`src/rtl/wb_multi_initiator_pkg.sv`:
```
// Shared types and sizing helpers for the multi-channel Wishbone initiator.
// The optional bus-hang timeout is enabled by defining WB_MULTI_INITIATOR_TIMEOUT_EN.
package wb_multi_initiator_pkg;

   typedef enum logic [1:0] {
      IDLE = 2'd0,
      BUS  = 2'd1,
      RSP  = 2'd2
   } state_e;

   localparam int TMO_CNT_W = 16;

   // A single channel still needs a one-bit index so vectors never collapse to zero width.
   function automatic int idx_width(input int n);
      return (n > 1) ? $clog2(n) : 1;
   endfunction

endpackage

```
`src/rtl/wb_rr_arbiter.sv`:
```
// Combinational round-robin arbiter: searches req starting one past the last winner.
// Produces a one-hot grant plus its index; grant_any flags that some channel won.
module wb_rr_arbiter
   import wb_multi_initiator_pkg::*;
#(
   parameter int N  = 2,
   parameter int IW = idx_width(N)
) (
   input  logic [N-1:0]  req,
   input  logic [IW-1:0] last,
   output logic [N-1:0]  grant,
   output logic [IW-1:0] grant_idx,
   output logic          grant_any
);

   logic [IW-1:0] cand [N];
   logic [N-1:0]  rot_req;

   // cand[gi] is the channel examined at search position gi, i.e. (last + 1 + gi) mod N.
   genvar gi;
   generate
      for (gi = 0; gi < N; gi++) begin : g_cand
         logic [IW:0] sum;
         assign sum         = {1'b0, last} + (IW+1)'(gi + 1);
         assign cand[gi]    = (sum >= (IW+1)'(N)) ? IW'(sum - (IW+1)'(N)) : sum[IW-1:0];
         assign rot_req[gi] = req[cand[gi]];
      end
   endgenerate

   always_comb begin
      grant     = '0;
      grant_idx = '0;
      grant_any = 1'b0;
      for (int k = 0; k < N; k++) begin
         if (rot_req[k] && !grant_any) begin
            grant_any      = 1'b1;
            grant_idx      = cand[k];
            grant[cand[k]] = 1'b1;
         end
      end
   end

endmodule

```
`src/rtl/wb_multi_initiator.sv`:
```
// N-channel classic Wishbone initiator: round-robin arbitration, one transfer in flight,
// per-channel response pulse. Define WB_MULTI_INITIATOR_TIMEOUT_EN for the bus-hang timeout.
module wb_multi_initiator
   import wb_multi_initiator_pkg::*;
#(
   parameter int ADDR_WIDTH     = 32,
   parameter int DATA_WIDTH     = 32,
   parameter int N_CHANNELS     = 2,
   parameter int TIMEOUT_CYCLES = 255
) (
   input  logic                                clock,
   input  logic                                reset,
   input  logic [N_CHANNELS-1:0]               req_valid,
   output logic [N_CHANNELS-1:0]               req_ready,
   input  logic [N_CHANNELS-1:0]               req_we,
   input  logic [N_CHANNELS*ADDR_WIDTH-1:0]    req_adr,
   input  logic [N_CHANNELS*DATA_WIDTH-1:0]    req_dat,
   input  logic [N_CHANNELS*DATA_WIDTH/8-1:0]  req_sel,
   output logic [N_CHANNELS-1:0]               rsp_valid,
   output logic [DATA_WIDTH-1:0]               rsp_dat,
   output logic                                rsp_err,
   output logic [ADDR_WIDTH-1:0]               adr,
   output logic [DATA_WIDTH-1:0]               dat_w,
   output logic [DATA_WIDTH/8-1:0]             sel,
   output logic                                we,
   output logic                                cyc,
   output logic                                stb,
   input  logic [DATA_WIDTH-1:0]               dat_r,
   input  logic                                ack,
   input  logic                                err
);

   localparam int IW = idx_width(N_CHANNELS);
   localparam int SW = DATA_WIDTH / 8;

   state_e                state_q,   state_d;
   logic [IW-1:0]         last_q,    last_d;
   logic [ADDR_WIDTH-1:0] adr_q,     adr_d;
   logic [DATA_WIDTH-1:0] dat_w_q,   dat_w_d;
   logic [SW-1:0]         sel_q,     sel_d;
   logic                  we_q,      we_d;
   logic                  cyc_q,     cyc_d;
   logic [DATA_WIDTH-1:0] rsp_dat_q, rsp_dat_d;
   logic                  rsp_err_q, rsp_err_d;

   logic [N_CHANNELS-1:0] grant;
   logic [IW-1:0]         grant_idx;
   logic                  grant_any;
   logic                  tmo_hit;

   wb_rr_arbiter #(
      .N  (N_CHANNELS),
      .IW (IW)
   ) u_arb (
      .req       (req_valid),
      .last      (last_q),
      .grant     (grant),
      .grant_idx (grant_idx),
      .grant_any (grant_any)
   );

`ifdef WB_MULTI_INITIATOR_TIMEOUT_EN
   localparam logic [TMO_CNT_W-1:0] TMO_LIMIT = TMO_CNT_W'(TIMEOUT_CYCLES);

   logic [TMO_CNT_W-1:0] tmo_cnt_q, tmo_cnt_d;

   // tmo_cnt_d is the number of BUS cycles completed once the current one ends.
   always_comb begin
      tmo_cnt_d = tmo_cnt_q;
      if (state_q == IDLE && grant_any) begin
         tmo_cnt_d = '0;
      end else if (state_q == BUS) begin
         tmo_cnt_d = tmo_cnt_q + 1'b1;
      end
   end

   assign tmo_hit = (state_q == BUS) && (tmo_cnt_d == TMO_LIMIT);

   always_ff @(posedge clock) begin
      if (reset) begin
         tmo_cnt_q <= '0;
      end else begin
         tmo_cnt_q <= tmo_cnt_d;
      end
   end
`else
   logic unused_tmo_cfg;
   assign unused_tmo_cfg = (TIMEOUT_CYCLES != 0);
   assign tmo_hit        = 1'b0;
`endif

   always_comb begin
      state_d   = state_q;
      last_d    = last_q;
      adr_d     = adr_q;
      dat_w_d   = dat_w_q;
      sel_d     = sel_q;
      we_d      = we_q;
      cyc_d     = cyc_q;
      rsp_dat_d = rsp_dat_q;
      rsp_err_d = rsp_err_q;
      req_ready = '0;
      unique case (state_q)
         IDLE: begin
            req_ready = grant;
            if (grant_any) begin
               adr_d   = req_adr[grant_idx*ADDR_WIDTH +: ADDR_WIDTH];
               dat_w_d = req_dat[grant_idx*DATA_WIDTH +: DATA_WIDTH];
               sel_d   = req_sel[grant_idx*SW +: SW];
               we_d    = req_we[grant_idx];
               cyc_d   = 1'b1;
               last_d  = grant_idx;
               state_d = BUS;
            end
         end
         BUS: begin
            // err beats a simultaneous ack; a timeout only fires when neither arrived.
            if (err) begin
               rsp_err_d = 1'b1;
               rsp_dat_d = '0;
               cyc_d     = 1'b0;
               state_d   = RSP;
            end else if (ack) begin
               rsp_err_d = 1'b0;
               rsp_dat_d = we_q ? '0 : dat_r;
               cyc_d     = 1'b0;
               state_d   = RSP;
            end else if (tmo_hit) begin
               rsp_err_d = 1'b1;
               rsp_dat_d = '0;
               cyc_d     = 1'b0;
               state_d   = RSP;
            end
         end
         RSP: begin
            state_d = IDLE;
         end
         default: begin
            state_d = IDLE;
         end
      endcase
   end

   always_comb begin
      rsp_valid = '0;
      if (state_q == RSP) begin
         rsp_valid[last_q] = 1'b1;
      end
   end

   always_ff @(posedge clock) begin
      if (reset) begin
         state_q   <= IDLE;
         last_q    <= IW'(N_CHANNELS - 1);
         adr_q     <= '0;
         dat_w_q   <= '0;
         sel_q     <= '0;
         we_q      <= 1'b0;
         cyc_q     <= 1'b0;
         rsp_dat_q <= '0;
         rsp_err_q <= 1'b0;
      end else begin
         state_q   <= state_d;
         last_q    <= last_d;
         adr_q     <= adr_d;
         dat_w_q   <= dat_w_d;
         sel_q     <= sel_d;
         we_q      <= we_d;
         cyc_q     <= cyc_d;
         rsp_dat_q <= rsp_dat_d;
         rsp_err_q <= rsp_err_d;
      end
   end

   assign adr     = adr_q;
   assign dat_w   = dat_w_q;
   assign sel     = sel_q;
   assign we      = we_q;
   assign cyc     = cyc_q;
   assign stb     = cyc_q;
   assign rsp_dat = rsp_dat_q;
   assign rsp_err = rsp_err_q;

endmodule
```
`config.mk`:
```
export PLATFORM = sky130hd
export DESIGN_NAME = wb_multi_initiator
export DESIGN_NICKNAME = d
export VERILOG_FILES = /design/src/rtl/wb_multi_initiator_pkg.sv /design/src/rtl/wb_rr_arbiter.sv /design/src/rtl/wb_multi_initiator.sv
export SDC_FILE = /design/constraint.sdc
export NUM_CORES = 1
export LEC_CHECK = 0
export BUFFER_PORTS_ARGS = -buffer_cell sky130_fd_sc_hd__buf_2
export CAP_MARGIN = 5
export CELL_PAD_IN_SITES_DETAIL_PLACEMENT = 1
export CELL_PAD_IN_SITES_GLOBAL_PLACEMENT = 1
export CORE_AREA = 10 10 116 160
export DETAILED_ROUTE_END_ITERATION = 8
export DIE_AREA = 0 0 126 170
export GPL_TIMING_DRIVEN = 0
export HOLD_SLACK_MARGIN = 0.08
export MAX_ROUTING_LAYER = met4
export PLACE_DENSITY = 0.81
export SYNTH_ARGS = -nofsm -noshare
export SYNTH_HDL_FRONTEND = slang
export SYNTH_HIERARCHICAL = 1
export SYNTH_SLANG_ARGS = --single-unit
```
`constraint.sdc`:
```
create_clock -name clock -period 1.7 [get_ports clock]
set_input_delay 0.34 -clock clock [delete_from_list [all_inputs] [get_ports clock]]
set_output_delay 0.34 -clock clock [all_outputs]
set_load 0.01 [all_outputs]
```
==> results.cfg <==
[die]
die_h_microns = 170
core_area_sq_um = 15540
dieWidth_microns = 126
std_cell_rows = 54
start_util_pct = 32.37
die_area_sq_um = 21420
ios = 284

[placed_design]
place_congestion = 0.8846
buffer_ports.inserted = 283
detailedPlacementHpwl_mm = 15.44
dp_slack_ps = -455.7
postPlaceCellArea_sq_um = 6691

[logic_synthesis]
synthDominantAreaCellType = dfxtp_1
synth_warnings = 6
top_cells_by_area_synth = dfxtp_1 42%, o2bb2ai_2 21%, mux2i_1 14%
synth.ff_latch_count = 106
synth_cells = 411
netlist.area_leader.share_pct = 42.19
synth.distinct_cells = 28
seq_area_frac_synth_pct = 42.19
synth_area_per_cell_sq_um = 12.24
synthesis.area_sq_um = 5030
synthesis.nets = 587

[clock_tree]
clock_tree.buffer_depth = 2
clock_tree.root_cell = clkbuf_16
tritoncts_clock_tree = done
post_cts_buffers = 0
cts.clk_slew.worst_paths_ps = 70
clock_sinks = 106
htree_num_levels = 3
ctsHoldBuffers = 0
cts_resized = 7
cts-buffers-inserted = 9
clk-insertion-delay-late_ps = 330

[drt]
detailroute.wirelength.met2_mm = 9.601
drt-wirelength-per-cell_microns = 20.36
m1WireLength_mm = 6.991
wl_met3_mm = 1.522
drt_pre_antenna_iters = 4
antenna_violating_nets_post_route = 0
dr_total_vias = 4462
dr.max_layer_used = met4
drt_wl_total_mm = 18.40
drt_iter0_markers = 96
drc = 0
avgViaCountPerCell = 4.936

[worst_setup_path]
startpoint_type = flip-flop
worst_path_required_time_ps = 1910
path_class = flip-flop to flip-flop
critical_path.endpoint_type = flip-flop
arrival_time_of_data_at_the_critical_path_endpoint_ps = 1830
worst-path-max-fanout = 10

[sta]
time_the_worst_path_needs_with_i_o_delays_and_setup_ps = 1615
report.final.slew_viol_count = 0
max_freq_mhz = 619.2
maxSlewHeadroom_pct = 69.72
layout_setup_ws_ps = 84.89
final-hold-violation-count = 0
unrepaired_setup_endpoints_after_global_routing = false
period_utilization_post_route_pct = 95.01
finalClockSkew_ps = 6.659
setup-violations-final = 0
timing_worst_slew_pin_value_ps = 454.2

[power]
maximum_vdd_ir_drop_mv = 0.4626
p_leak_nw = 3.242
power.density_nw_per_um2 = 902.8

[grt]
track_usage_pct = 16.80
grt_start_max_net_pins = 17
grt_overflow = 0
grt_pass1_wl_mm = 28.45
grt_antenna_before_repair = 0
first_global_vias = 5082

[layout]
final_util_pct = 45.10
multiInputGateArea_sq_um = 2601
n_fill_cell = 1788
finish.instance_area_sq_um = 7009
layout.area.seq_sq_um = 2126
fin_nets = 881
layout-drive-gt1-share_pct = 61.30
syn_to_final_growth_pct = 39.35
num_antenna_cells = 0

[flow_run]
cap_violations = 0

[status]
status = complete, no violations

[min_path]
min-delay-path-class = primary input to flip-flop
## power by group
part           switching [mW]  internal (mW)  total [mW]  leakage (nW)
Sequential              0.154           2.69        2.84         0.870
Clock                   0.904           1.13        2.04         0.131
Combinational           0.776          0.673        1.45          2.24
Total                    1.83           4.49        6.33          3.24
## area by class of cell
cell class              count  area share (%)
well taps                 196           3.499
flip-flops and latches    106           30.33
multi-input cells         261           37.11
plain buffers              43           4.766
clock buffers              10           3.267
repair buffers            283           20.21
clock inverters             4          0.7676
inverters                   1         0.05355
## final timing paths
check | start | end | slack [ps] | cells after the start
worst max-delay path | last_q$_SDFFE_PP1P_ | dat_w[4]$_SDFFE_PP0P_ | 80 | 5
worst min-delay path | dat_r[28] | rsp_dat[28]$_SDFFE_PP0P_ | 250 | 3
worst max register to register | last_q$_SDFFE_PP1P_ | dat_w[4]$_SDFFE_PP0P_ | 80 | 5
worst min register to register | dat_w[11]$_SDFFE_PP0P_ | dat_w[11]$_SDFFE_PP0P_ | 470 | 1
## kinds of logic (layout without fill, tap and decap cells)
kind of cell           count (synthesis)  after routing  share of synthesized area, %
and+or+nand+nor                       83             83                         10.62
buffers and inverters                 44            341                         6.293
DFF                                  106            106                         42.19
muxes                                 70             70                         13.93
AOI/OAI and AO/OA                    108            108                         26.96
## flip-flops by register name, summed over array words and instances (netlist names)
| name | cells |
|---|---|
| adr | 32 |
| cyc | 1 |
| dat_w | 32 |
| last_q | 1 |
| rsp_dat | 32 |
| rsp_err | 1 |
| sel | 4 |
| state_q | 2 |
| we | 1 |
## per-layer routing
metal / up-vias / global-route usage (%)
met2: 203 / 30.20
met5: - / -
li1: 2125 / -
met4: 0 / 4.119
met1: 2115 / 17.11
met3: 19 / 5.784
## cell usage in the layout, fill, tap and decap left out, types with 3 or more instances in the layout
cell type,count
buf_2,292
dfxtp_1,105
mux2i_1,70
o2bb2ai_2,69
nand2b_1,34
nand4_1,32
o21ai_2,30
clkbuf_1,12
clkbuf_16,9
buf_6,8
buf_4,7
clkbuf_4,4
buf_12,3
o21ai_1,3
## Yosys cell counts
master,n
and2_4,1
buf_4,3
nor3_1,3
dfxtp_1,106
nor2b_1,2
nand2b_1,34
nand2_1,1
nor3b_1,3
buf_8,1
nor2_4,1
a21bo_2,1
or2_1,2
buf_2,16
a21boi_0,2
a21boi_1,1
nor2_1,2
inv_1,1
o21ai_1,3
mux2i_1,70
clkbuf_1,12
and3b_1,1
nor3b_4,1
buf_6,8
o2bb2ai_2,69
nand4_1,32
o21ai_2,30
buf_12,3
a21oi_1,2
## critical path, stage by stage, from the launching register on
cell,delay [ps]
dfxtp_4,360
a21boi_0,170
clkbuf_4,280
buf_4,240
mux2i_1,340
o2bb2ai_2,90
## per-stage QoR
step | std cells | TNS [ps] | hold WS, ps | power (mW)
global placement | 890 | -22280 | 450.0 | 4.302
CTS | 904 | 0 | 228.5 | 6.450
finish | 904 | 0 | 248.1 | 6.328
detailed placement | 890 | -26310 | 455.4 | 4.366
global route | 904 | 0 | 244.5 | 6.663
floorplan | 411 | 0 | 480.5 | 3.716
No activity file was read; power rests on OpenSTA's default activity.
